## src/rtl/mem_port_arbiter.sv

```systemverilog
// mem_port_arbiter
//   Shares one physical memory port between the instruction-fetch port (IF,
//   read-only) and the data-memory port (MEM, read/write). A granted request
//   is latched into request registers, issued on pmem_*, and held until
//   pmem_resp. The response is then routed back to the owner. MEM wins
//   contention. After STARVE_LIMIT consecutive MEM grants taken while IF
//   was waiting, IF is granted.
//
// Ports
//   clk, rst_n                 clock, asynchronous active-low reset
//   if_memaddr/_memread/_mem_byte_enable     IF request (read only)
//   if_mem_rdata, if_mem_resp                IF response
//   mem_memaddr/_memread/_memwrite/_mem_wdata/_mem_byte_enable  MEM request
//   mem_mem_rdata, mem_mem_resp              MEM response
//   pmem_address/_read/_write/_wdata/_byte_enable  physical request
//   pmem_rdata, pmem_resp                    physical response
//   gnt_if, gnt_mem            registered state decodes (SERVE_IF / SERVE_MEM)
module mem_port_arbiter #(
  parameter int unsigned STARVE_LIMIT = 4
) (
  input  logic        clk,
  input  logic        rst_n,
  input  logic [15:0] if_memaddr,
  input  logic        if_memread,
  input  logic [1:0]  if_mem_byte_enable,
  output logic [15:0] if_mem_rdata,
  output logic        if_mem_resp,
  input  logic [15:0] mem_memaddr,
  input  logic        mem_memread,
  input  logic        mem_memwrite,
  input  logic [15:0] mem_mem_wdata,
  input  logic [1:0]  mem_mem_byte_enable,
  output logic [15:0] mem_mem_rdata,
  output logic        mem_mem_resp,
  output logic [15:0] pmem_address,
  output logic        pmem_read,
  output logic        pmem_write,
  output logic [15:0] pmem_wdata,
  output logic [1:0]  pmem_byte_enable,
  input  logic [15:0] pmem_rdata,
  input  logic        pmem_resp,
  output logic        gnt_if,
  output logic        gnt_mem
);

  typedef enum logic [1:0] {IDLE, SERVE_IF, SERVE_MEM} state_e;

  localparam logic [3:0] LIMIT = 4'(STARVE_LIMIT);

  state_e      state_q, state_d;
  logic [3:0]  streak_q, streak_d;
  logic [15:0] addr_q;
  logic [15:0] wdata_q;
  logic [1:0]  be_q;
  logic        write_q;

  logic        req_if, req_mem;
  logic        grant_if, grant_mem;

  assign req_if  = if_memread;
  assign req_mem = mem_memread | mem_memwrite;

  // State and request registers
  always_ff @(posedge clk or negedge rst_n) begin
    if (!rst_n) begin
      state_q  <= IDLE;
      streak_q <= '0;
      addr_q   <= '0;
      wdata_q  <= '0;
      be_q     <= '0;
      write_q  <= 1'b0;
    end else begin
      state_q  <= state_d;
      streak_q <= streak_d;
      if (grant_if) begin
        addr_q  <= if_memaddr;
        be_q    <= if_mem_byte_enable;
        write_q <= 1'b0;
      end else if (grant_mem) begin
        addr_q  <= mem_memaddr;
        be_q    <= mem_mem_byte_enable;
        wdata_q <= mem_mem_wdata;
        // read+write together is treated as a write
        write_q <= mem_memwrite;
      end
    end
  end

  // Next-state, grant decision and starvation streak
  always_comb begin
    state_d   = state_q;
    streak_d  = streak_q;
    grant_if  = 1'b0;
    grant_mem = 1'b0;
    unique case (state_q)
      IDLE: begin
        if (req_mem && (!req_if || streak_q < LIMIT)) begin
          grant_mem = 1'b1;
          state_d   = SERVE_MEM;
          if (req_if)
            streak_d = (streak_q == 4'hF) ? streak_q : streak_q + 4'd1;
          else
            streak_d = '0;
        end else if (req_if) begin
          grant_if = 1'b1;
          state_d  = SERVE_IF;
          streak_d = '0;
        end
      end
      SERVE_IF, SERVE_MEM: begin
        if (pmem_resp)
          state_d = IDLE;
      end
      default: state_d = IDLE;
    endcase
  end

  // Outputs: physical port only from latched registers while serving
  always_comb begin
    pmem_address     = '0;
    pmem_read        = 1'b0;
    pmem_write       = 1'b0;
    pmem_wdata       = '0;
    pmem_byte_enable = '0;
    if_mem_rdata     = '0;
    if_mem_resp      = 1'b0;
    mem_mem_rdata    = '0;
    mem_mem_resp     = 1'b0;
    gnt_if           = 1'b0;
    gnt_mem          = 1'b0;
    if (state_q == SERVE_IF || state_q == SERVE_MEM) begin
      pmem_address     = addr_q;
      pmem_read        = ~write_q;
      pmem_write       = write_q;
      pmem_wdata       = wdata_q;
      pmem_byte_enable = be_q;
      if_mem_rdata     = pmem_rdata;
      mem_mem_rdata    = pmem_rdata;
    end
    if (state_q == SERVE_IF) begin
      gnt_if      = 1'b1;
      if_mem_resp = pmem_resp;
    end
    if (state_q == SERVE_MEM) begin
      gnt_mem      = 1'b1;
      mem_mem_resp = pmem_resp;
    end
  end

endmodule
```

## config.mk

```make
export PLATFORM = sky130hd
export DESIGN_NAME = mem_port_arbiter
export DESIGN_NICKNAME = d
export VERILOG_FILES = /design/src/rtl/mem_port_arbiter.sv
export SDC_FILE = /design/constraint.sdc
export NUM_CORES = 1
export LEC_CHECK = 0
export CORE_MARGIN = 2
export CORE_UTILIZATION = 40
export CTS_CLUSTER_SIZE = 20
export DETAILED_ROUTE_END_ITERATION = 8
export PLACE_DENSITY = 0.87
export SLEW_MARGIN = 20
export SYNTH_ARGS = -nofsm -noshare
export SYNTH_HDL_FRONTEND = slang
export SYNTH_SLANG_ARGS = --single-unit
```

## constraint.sdc

```tcl
create_clock -name clk -period 4.3 [get_ports clk]
set_input_delay 0.43 -clock clk [delete_from_list [all_inputs] [get_ports clk]]
set_output_delay 0.43 -clock clk [all_outputs]
set_load 0.02 [all_outputs]
```

==> qor.txt, run 1 <==
routed len/inst: 14.0 um
routability congestion estimate: 0.756
Final Slew Violations: 0
Syn Inst Count: 224
Synth area leader: dfrtp_1
commonest cells after routing, fill and taps aside: clkdlybuf4s50_1, and2_1, dfrtp_1
Clk pin slew, worst setup/hold paths: 0.08 ns
DR top layer: met4
static leakage: 1.65 nW
pin count of the biggest net entering global routing: 42
Initial DRC Count: 115
Die Wd: 80.1 um
fillers: 458
crit start category: register
CP max stage cell: clkdlybuf4s50_1
DRC: 0
TritonCTS clock tree: built
fin util: 0.685
hold crit path type: input port to async pin
#FFs+latches synth: 41
Crit Path Class: register to output port
crit path cell chain: inv_1 > ha_1 > buf_4 > and2_1 > clkdlybuf4s50_1
syn nets: 302
slew margin rel.: 0.404
number of global-route vias before repair: 1983
mean post-synth cell area: 10.3 um^2
post-route ant nets: 0
I/O Buffers: 145
CP required: 3.87 ns
# rows: 27
most common cell after layout, fill and taps aside: clkdlybuf4s50_1
Initial Utilization: 0.418
adder-cell share of the synthesized area: 0.0216
Met2 Wirelength: 3030 um
post-synthesis mux area share: 0.161
crit path DAT: 2.39 ns
Layout Skew: 0.00340 ns
Yosys warnings: 0
Global Route Usage Sum: 0.184
number of synthesized flops with an enable pin: 0
clk_lat worst skew: 0.29 ns
share of cells above drive strength 1: 0.0997
GR Overflow Total: 0
async set or reset register ratio after synthesis: 1.00
Resize count post-CTS: 0
Final min period: 2.82 ns
clk buf depth: 2
antenna fix cells: 0
top cells by area, synth: dfrtp_1, and2_1, mux2_2
H-tree level count: 2
num ports: 146
Worst path max stage delay: 0.63 ns
Yosys top cell area share: 0.443
Worst Tran Pin Value: 0.895 ns
# clock sinks: 41
simple-gate share of the synthesized area: 0.202
dominant synthesized flop cell: dfrtp_1
Max Cap Viol: 0
Post-Synth XOR/XNOR Area: 0
TritonCTS Buffers: 5
pwr dens: 842 nW/um^2
accumulated negative setup slack: 0 ns
initial antenna violation count: 0
critical path endpoint category: output port
Hold Buf Count CTS: 0
Die Y-Extent: 80.1 um
Post-Syn Area: 2310 um^2
Post-Route WL: 5930 um
library cells used by synthesis: 26
Critical Path Fanout Max: 41
Setup Viol. Count Final: 0
Layout Nets: 428
root buffer cell: clkbuf_8
Final Cycle Share: 0.656
Worst VDD drop: 0.504 mV
Post-CTS Setup Bufs: 0
die outline area: 6410 um^2
DR vias: 2026
routed wl met3: 592 um
Fmax achieved: 355 MHz
core area: 5540 um^2
largest family of logic cells by synthesized area: simple AND/OR/NAND/NOR gates
P&R area growth vs syn: 64.1%
Detailed Place HPWL: 4640 um
register area: 1030 um^2
drt via density: 4.79
area of the multi-input gates: 1070 um^2
RSZ-0062 raised after global routing: no
Compound-Gate Fraction of Synth Area: 0.0757
Initial DRT Pass Iterations: 4
Final Hold Vio Count: 0
share of the yosys chip area belonging to registers: 0.443
outcome: complete, no violations
first-pass GRT wire length: 9130 um
Reg2Reg Setup Slack: 2.29 ns
met1 WL: 2210 um
-- per-stage QoR --
stage                     hold WS (ns)  power [mW]  area, um^2  std cells  setup WS, ns
after CTS                        0.293        3.24        3800        423          1.42
after global placement           0.478        2.81        3660        415          1.83
after detailed placement         0.489        2.87        3660        415          1.75
after global routing             0.334        3.41        3800        423          1.24
after floorplan                  0.134        2.00        2310        224          2.47
final                            0.258        3.20        3800        423          1.48
-- report_power, final --
group / internal [mW] / switching, mW
Combinational: 1.07 / 1.10
Sequential: 0.573 / 0.0862
Clock: 0.231 / 0.133
-- final timing paths --
| kind | start | to | depth (start not counted) |
|---|---|---|---|
| worst max-delay path | state_q[0] | if_mem_rdata[3] | 5 |
| worst min-delay path | rst_n | addr_q[2] | 1 |
| worst max register to register | state_q[1] | wdata_q[2] | 5 |
| worst min register to register | wdata_q[6] | wdata_q[6] | 1 |
| max in group asynchronous | rst_n | addr_q[15] | 1 |
| min in group clk | wdata_q[6] | wdata_q[6] | 1 |
-- worst max-delay path: cells and delay by family, from the launching register on --
| kind | cells | cell delay, ns |
|---|---|---|
| adder cells (fa/ha/maj) | 1 | 0.46 |
| buffers and inverters | 3 | 1.06 |
| flip-flops | 1 | 0.36 |
| AND/OR/NAND/NOR | 1 | 0.21 |
-- cell usage after synthesis (3+ instances only) --
cell type,instances
o21ai_0,3
mux2i_1,18
nor2_1,19
a21oi_1,21
buf_2,3
dfrtp_1,41
buf_4,16
inv_1,3
clkbuf_1,6
buf_6,3
mux2_2,17
nor2b_1,3
and2_1,53
ha_1,4
-- cell families (layout without fill, tap and decap cells) --
logic type      count (synthesis)  in the layout
fa+ha+maj                       4              4
flops                          41             41
compound gates                 29             29
simple gates                   83             83
buf+inv                        32            159
mux                            35             35
-- cell type report --
cell class              count  share of cell area
repair buffers            148               0.387
clock buffers               5              0.0181
clock inverters             3              0.0171
flip-flops and latches     41               0.270
multi-input cells         151               0.281
inverters                   3             0.00297
well taps                  72              0.0237
-- sequential cells by signal (all words and copies together), names as in the netlist --
| register | flops |
|---|---|
| addr_q | 16 |
| state_q | 2 |
| wdata_q | 16 |
| be_q | 2 |
| write_q | 1 |
| streak_q | 4 |
-- layer usage --
layer / vias up / track usage
met2: 100 / 0.339
met4: 0 / 0.0593
li1: 974 / -
met1: 940 / 0.196
met5: - / 0
met3: 12 / 0.0629
Power figures use the tool's default switching activity.
==> run 2, diff against run 1 <==
Settings changed: CORE_UTILIZATION 40 to 37, PLACE_DENSITY 0.87 to 0.81.
Clock period 4.3 ns to 2.7 ns, I/O delays scaled along.
==> qor.txt, run 2 (same netlist as run 1, synthesis figures left out) <==
antenna fix cells: 0
Crit Path Class: register to output port
Final Slew Violations: 0
Detailed Place HPWL: 4460 um
Clk pin slew, worst setup/hold paths: 0.08 ns
Die Wd: 83.1 um
sw power: 2.06 mW
GR Overflow Total: 0
switching part of the total: 0.425
drt via density: 4.61
Worst Tran Pin Value: 0.907 ns
routability congestion estimate: 0.798
CP max stage cell: clkdlybuf4s50_1
pin count of the biggest net entering global routing: 54
Global Route Usage Sum: 0.167
proportion of power drawn by combinational gates: 0.704
Worst VDD drop: 0.781 mV
Resize count post-CTS: 0
H-tree level count: 2
clk_lat worst skew: 0.29 ns
Initial DRT Pass Iterations: 4
Critical Path Fanout Max: 53
static leakage: 1.62 nW
post-route ant nets: 0
CP required: 2.43 ns
clock share of power: 0.079
Fmax achieved: 406 MHz
root buffer cell: clkbuf_8
Post-Route WL: 5730 um
TritonCTS clock tree: built
Die Y-Extent: 83.1 um
non-filler cells, final: 426
Hold Buf Count CTS: 0
critical path endpoint category: output port
commonest cells after routing, fill and taps aside: clkdlybuf4s50_1, and2_1, dfrtp_1
slew margin rel.: 0.395
Setup Viol. Count Final: 0
I/O Buffers: 145
Max Cap Viol: 0
clk buf depth: 2
# clock sinks: 41
fin util: 0.626
pwr dens: 1290 nW/um^2
Placed Cells: 418
Post-CTS Setup Bufs: 0
core area: 5990 um^2
most common cell after layout, fill and taps aside: clkdlybuf4s50_1
Sequential Power Share: 0.217
hold crit path type: input port to async pin
Final Cycle Share: 0.912
Largest regs: addr_q: 16 flops, wdata_q: 16 flops, streak_q: 4 flops
routed len/inst: 13.4 um
RSZ-0062 raised after global routing: no
number of global-route vias before repair: 2029
P&R area growth vs syn: 62.1%
DR vias: 1964
crit path DAT: 2.19 ns
Layout Nets: 428
Worst path max stage delay: 0.63 ns
cell family with most CP delay: buffers and inverters
DRC: 0
share of cells above drive strength 1: 0.0969
# rows: 28
initial antenna violation count: 0
Layout Skew: 0.00850 ns
TritonCTS Buffers: 5
accumulated negative setup slack: 0 ns
die outline area: 6900 um^2
Internal: 2.79 mW
crit start category: register
Final min period: 2.46 ns
Final Hold Vio Count: 0
first-pass GRT wire length: 9440 um
crit path cell chain: inv_1 > ha_1 > buf_4 > and2_1 > clkdlybuf4s50_1
outcome: complete, no violations
Initial DRC Count: 50
CP bufs+invs: 3
num ports: 146
Initial Utilization: 0.386
[run 2: cell count changes in the layout (fill, tap and decap cells not counted), sizes merged]
| cell | delta |
|---|---|
| bufinv | -2 |
| clkbuf | +1 |
| clkinv | +1 |
[run 2: path summary, 6_finish.rpt]
check / from / endpoint / slack, ns / depth (start not counted)
max in group asynchronous: rst_n / addr_q[14] / 2.02 / 1
max: state_q[0] / if_mem_rdata[15] / 0.24 / 5
min: rst_n / wdata_q[11] / 0.11 / 1
min in group clk: streak_q[3] / streak_q[3] / 0.49 / 1
max reg2reg: state_q[0] / wdata_q[12] / 0.66 / 5
min reg2reg: streak_q[3] / streak_q[3] / 0.49 / 1
[run 2: cell type report]
class / instances / area (um^2)
Fill cell: 524 / 2240
Clock buffer: 6 / 72.6
Sequential cell: 41 / 1030
Inverter: 3 / 11.3
Tap cell: 75 / 93.8
Multi-Input combinational cell: 151 / 1070
Timing Repair Buffer: 148 / 1470
Clock inverter: 2 / 10.0
[run 2: worst reg2reg max path: stages, from the launching register on]
cell	delay [ns]
dfrtp_1	0.40
inv_1	0.10
ha_1	0.28
o21ai_0	0.21
a21oi_4	0.51
mux2_2	0.41
[run 2: power groups by stage]
| stage | registers (mW) | logic (mW) | clock network (mW) |
|---|---|---|---|
| final | 1.05 | 3.41 | 0.382 |
| after CTS | 1.05 | 3.47 | 0.400 |
| after global placement | 1.04 | 3.42 | 0 |
| after global routing | 1.09 | 3.68 | 0.430 |
| after detailed placement | 1.07 | 3.45 | 0 |
| after floorplan | 1.02 | 2.16 | 0 |
[run 2: stage by stage]
step                cell area (um^2)  setup slack, ns  hold WS, ns  power, mW
global placement                3670            0.573        0.451       4.46
finish                          3750            0.238        0.113       4.85
detailed placement              3670            0.527        0.458       4.52
floorplan                       2310            0.961      -0.0256       3.18
CTS                             3750            0.189        0.143       4.92
global route                    3750           0.0944        0.180       5.20
[run 2: per-layer routing]
| layer | share of wire | vias up | global-route usage |
|---|---|---|---|
| met5 | 0 | - | 0 |
| met4 | 0.0080 | 0 | 0.0358 |
| met3 | 0.069 | 5 | 0.0507 |
| met2 | 0.53 | 88 | 0.304 |
| met1 | 0.40 | 895 | 0.192 |
| li1 | - | 976 | - |
==> run 3, diff against run 2 <==
Settings changed: CORE_ASPECT_RATIO from default to 0.6.
==> qor.txt, run 3 (same netlist as run 1, synthesis figures left out) <==
Final min period: 2.41 ns
accumulated negative setup slack: 0 ns
Critical Path Fanout Max: 34
RSZ-0062 raised after global routing: no
Final Cycle Share: 0.893
CP required: 2.43 ns
I/O Buffers: 145
pwr dens: 1310 nW/um^2
GR Overflow Total: 0
Post-CTS Setup Bufs: 0
Crit Path Class: register to output port
Fmax achieved: 415 MHz
Worst path max stage delay: 0.65 ns
pin count of the biggest net entering global routing: 42
Global Route Usage Sum: 0.174
# rows: 22
number of global-route vias before repair: 2017
TritonCTS clock tree: built
Detailed Place HPWL: 4510 um
crit start category: register
Met2 Wirelength: 2720 um
Final Slew Violations: 0
Resize count post-CTS: 0
clk buf depth: 2
Layout Nets: 429
met1 WL: 2600 um
crit path cell chain: inv_1 > ha_1 > buf_4 > and2_1 > clkdlybuf4s50_1
Initial DRC Count: 64
post-route ant nets: 0
Die Wd: 106 um
Overall Power: 4.96 mW
drt via density: 4.50
commonest cells after routing, fill and taps aside: clkdlybuf4s50_1, and2_1, dfrtp_1
most common cell after layout, fill and taps aside: clkdlybuf4s50_1
Initial DRT Pass Iterations: 4
Layout Skew: 0.00496 ns
CP bufs+invs: 3
outcome: complete, no violations
root buffer cell: clkbuf_8
Post-Route WL: 5850 um
routed len/inst: 13.4 um
DR vias: 1962
DRC: 0
share of cells above drive strength 1: 0.102
first-pass GRT wire length: 9420 um
CP max stage cell: clkdlybuf4s50_1
cell family with most CP delay: buffers and inverters
Clk pin slew, worst setup/hold paths: 0.07 ns
Worst VDD drop: 0.669 mV
area of placed instances: 3690 um^2
Setup Viol. Count Final: 0
initial antenna violation count: 0
H-tree level count: 2
Final Hold Vio Count: 0
Initial Utilization: 0.380
# clock sinks: 41
DR top layer: met4
Worst Tran Pin Value: 0.923 ns
antenna fix cells: 0
Hold Buf Count CTS: 0
Largest regs: addr_q: 16 flops, wdata_q: 16 flops, streak_q: 4 flops
core area: 6080 um^2
slew margin rel.: 0.384
TritonCTS Buffers: 5
num ports: 146
routed wl met3: 504 um
Max Cap Viol: 0
clk_lat worst skew: 0.30 ns
critical path endpoint category: output port
fillers: 498
die outline area: 6920 um^2
Die Y-Extent: 65.3 um
routability congestion estimate: 0.687
P&R area growth vs syn: 63.7%
static leakage: 1.64 nW
Final Instance Area: 3790 um^2
hold crit path type: input port to async pin
crit path DAT: 2.14 ns
run 3: changes by cell type in the layout (fill, tap and decap cells not counted), sizes merged:
cell    delta
clkbuf     +1
buf        +1
clkinv     -1
run 3: worst reg2reg max path, cell delays in order (launching register included):
cell	delay (ns)
dfrtp_1	0.40
inv_1	0.10
ha_1	0.27
o21ai_0	0.21
a21oi_4	0.52
mux2_2	0.41
run 3: cell type report:
| type | instances | area (um^2) | area share |
|---|---|---|---|
| multi-input combinational | 151 | 1070 | 0.282 |
| sequential | 41 | 1030 | 0.271 |
| clock buffer | 7 | 96.3 | 0.0254 |
| clock inverter | 1 | 5.00 | 0.00132 |
| timing repair buffer | 149 | 1480 | 0.390 |
| inverter | 3 | 11.3 | 0.00297 |
| tap | 84 | 105 | 0.0278 |
run 3: worst paths after layout:
path / to / depth (start not counted) / startpoint / slack [ns]
hold / removal: addr_q[8] / 1 / rst_n / 0.10
hold reg to reg: streak_q[3] / 1 / streak_q[3] / 0.50
min in group clk: streak_q[3] / 1 / streak_q[3] / 0.50
setup reg to reg: wdata_q[1] / 5 / state_q[1] / 0.69
max in group asynchronous: addr_q[2] / 1 / rst_n / 2.02
setup / recovery: if_mem_rdata[8] / 5 / state_q[1] / 0.29
run 3: per-stage QoR:
stage               hold WS, ns   util  cells  setup WS, ns
finish                    0.103  0.623    436         0.290
global route              0.168  0.623    436         0.137
CTS                       0.143  0.623    436         0.263
detailed placement        0.463  0.606    428         0.593
global placement          0.445  0.606    428         0.677
floorplan               -0.0256      -    224         0.961
run 3: power by group:
group | internal [mW] | total [mW] | switching [mW]
combinational | 1.71 | 3.47 | 1.76
sequential | 0.913 | 1.05 | 0.136
clock | 0.231 | 0.441 | 0.210
run 3: routing by layer:
metal / global-route usage / vias to the layer above
met5: 0 / -
met4: 0.0378 / 0
met3: 0.0754 / 4
met2: 0.281 / 65
met1: 0.219 / 916
li1: - / 977
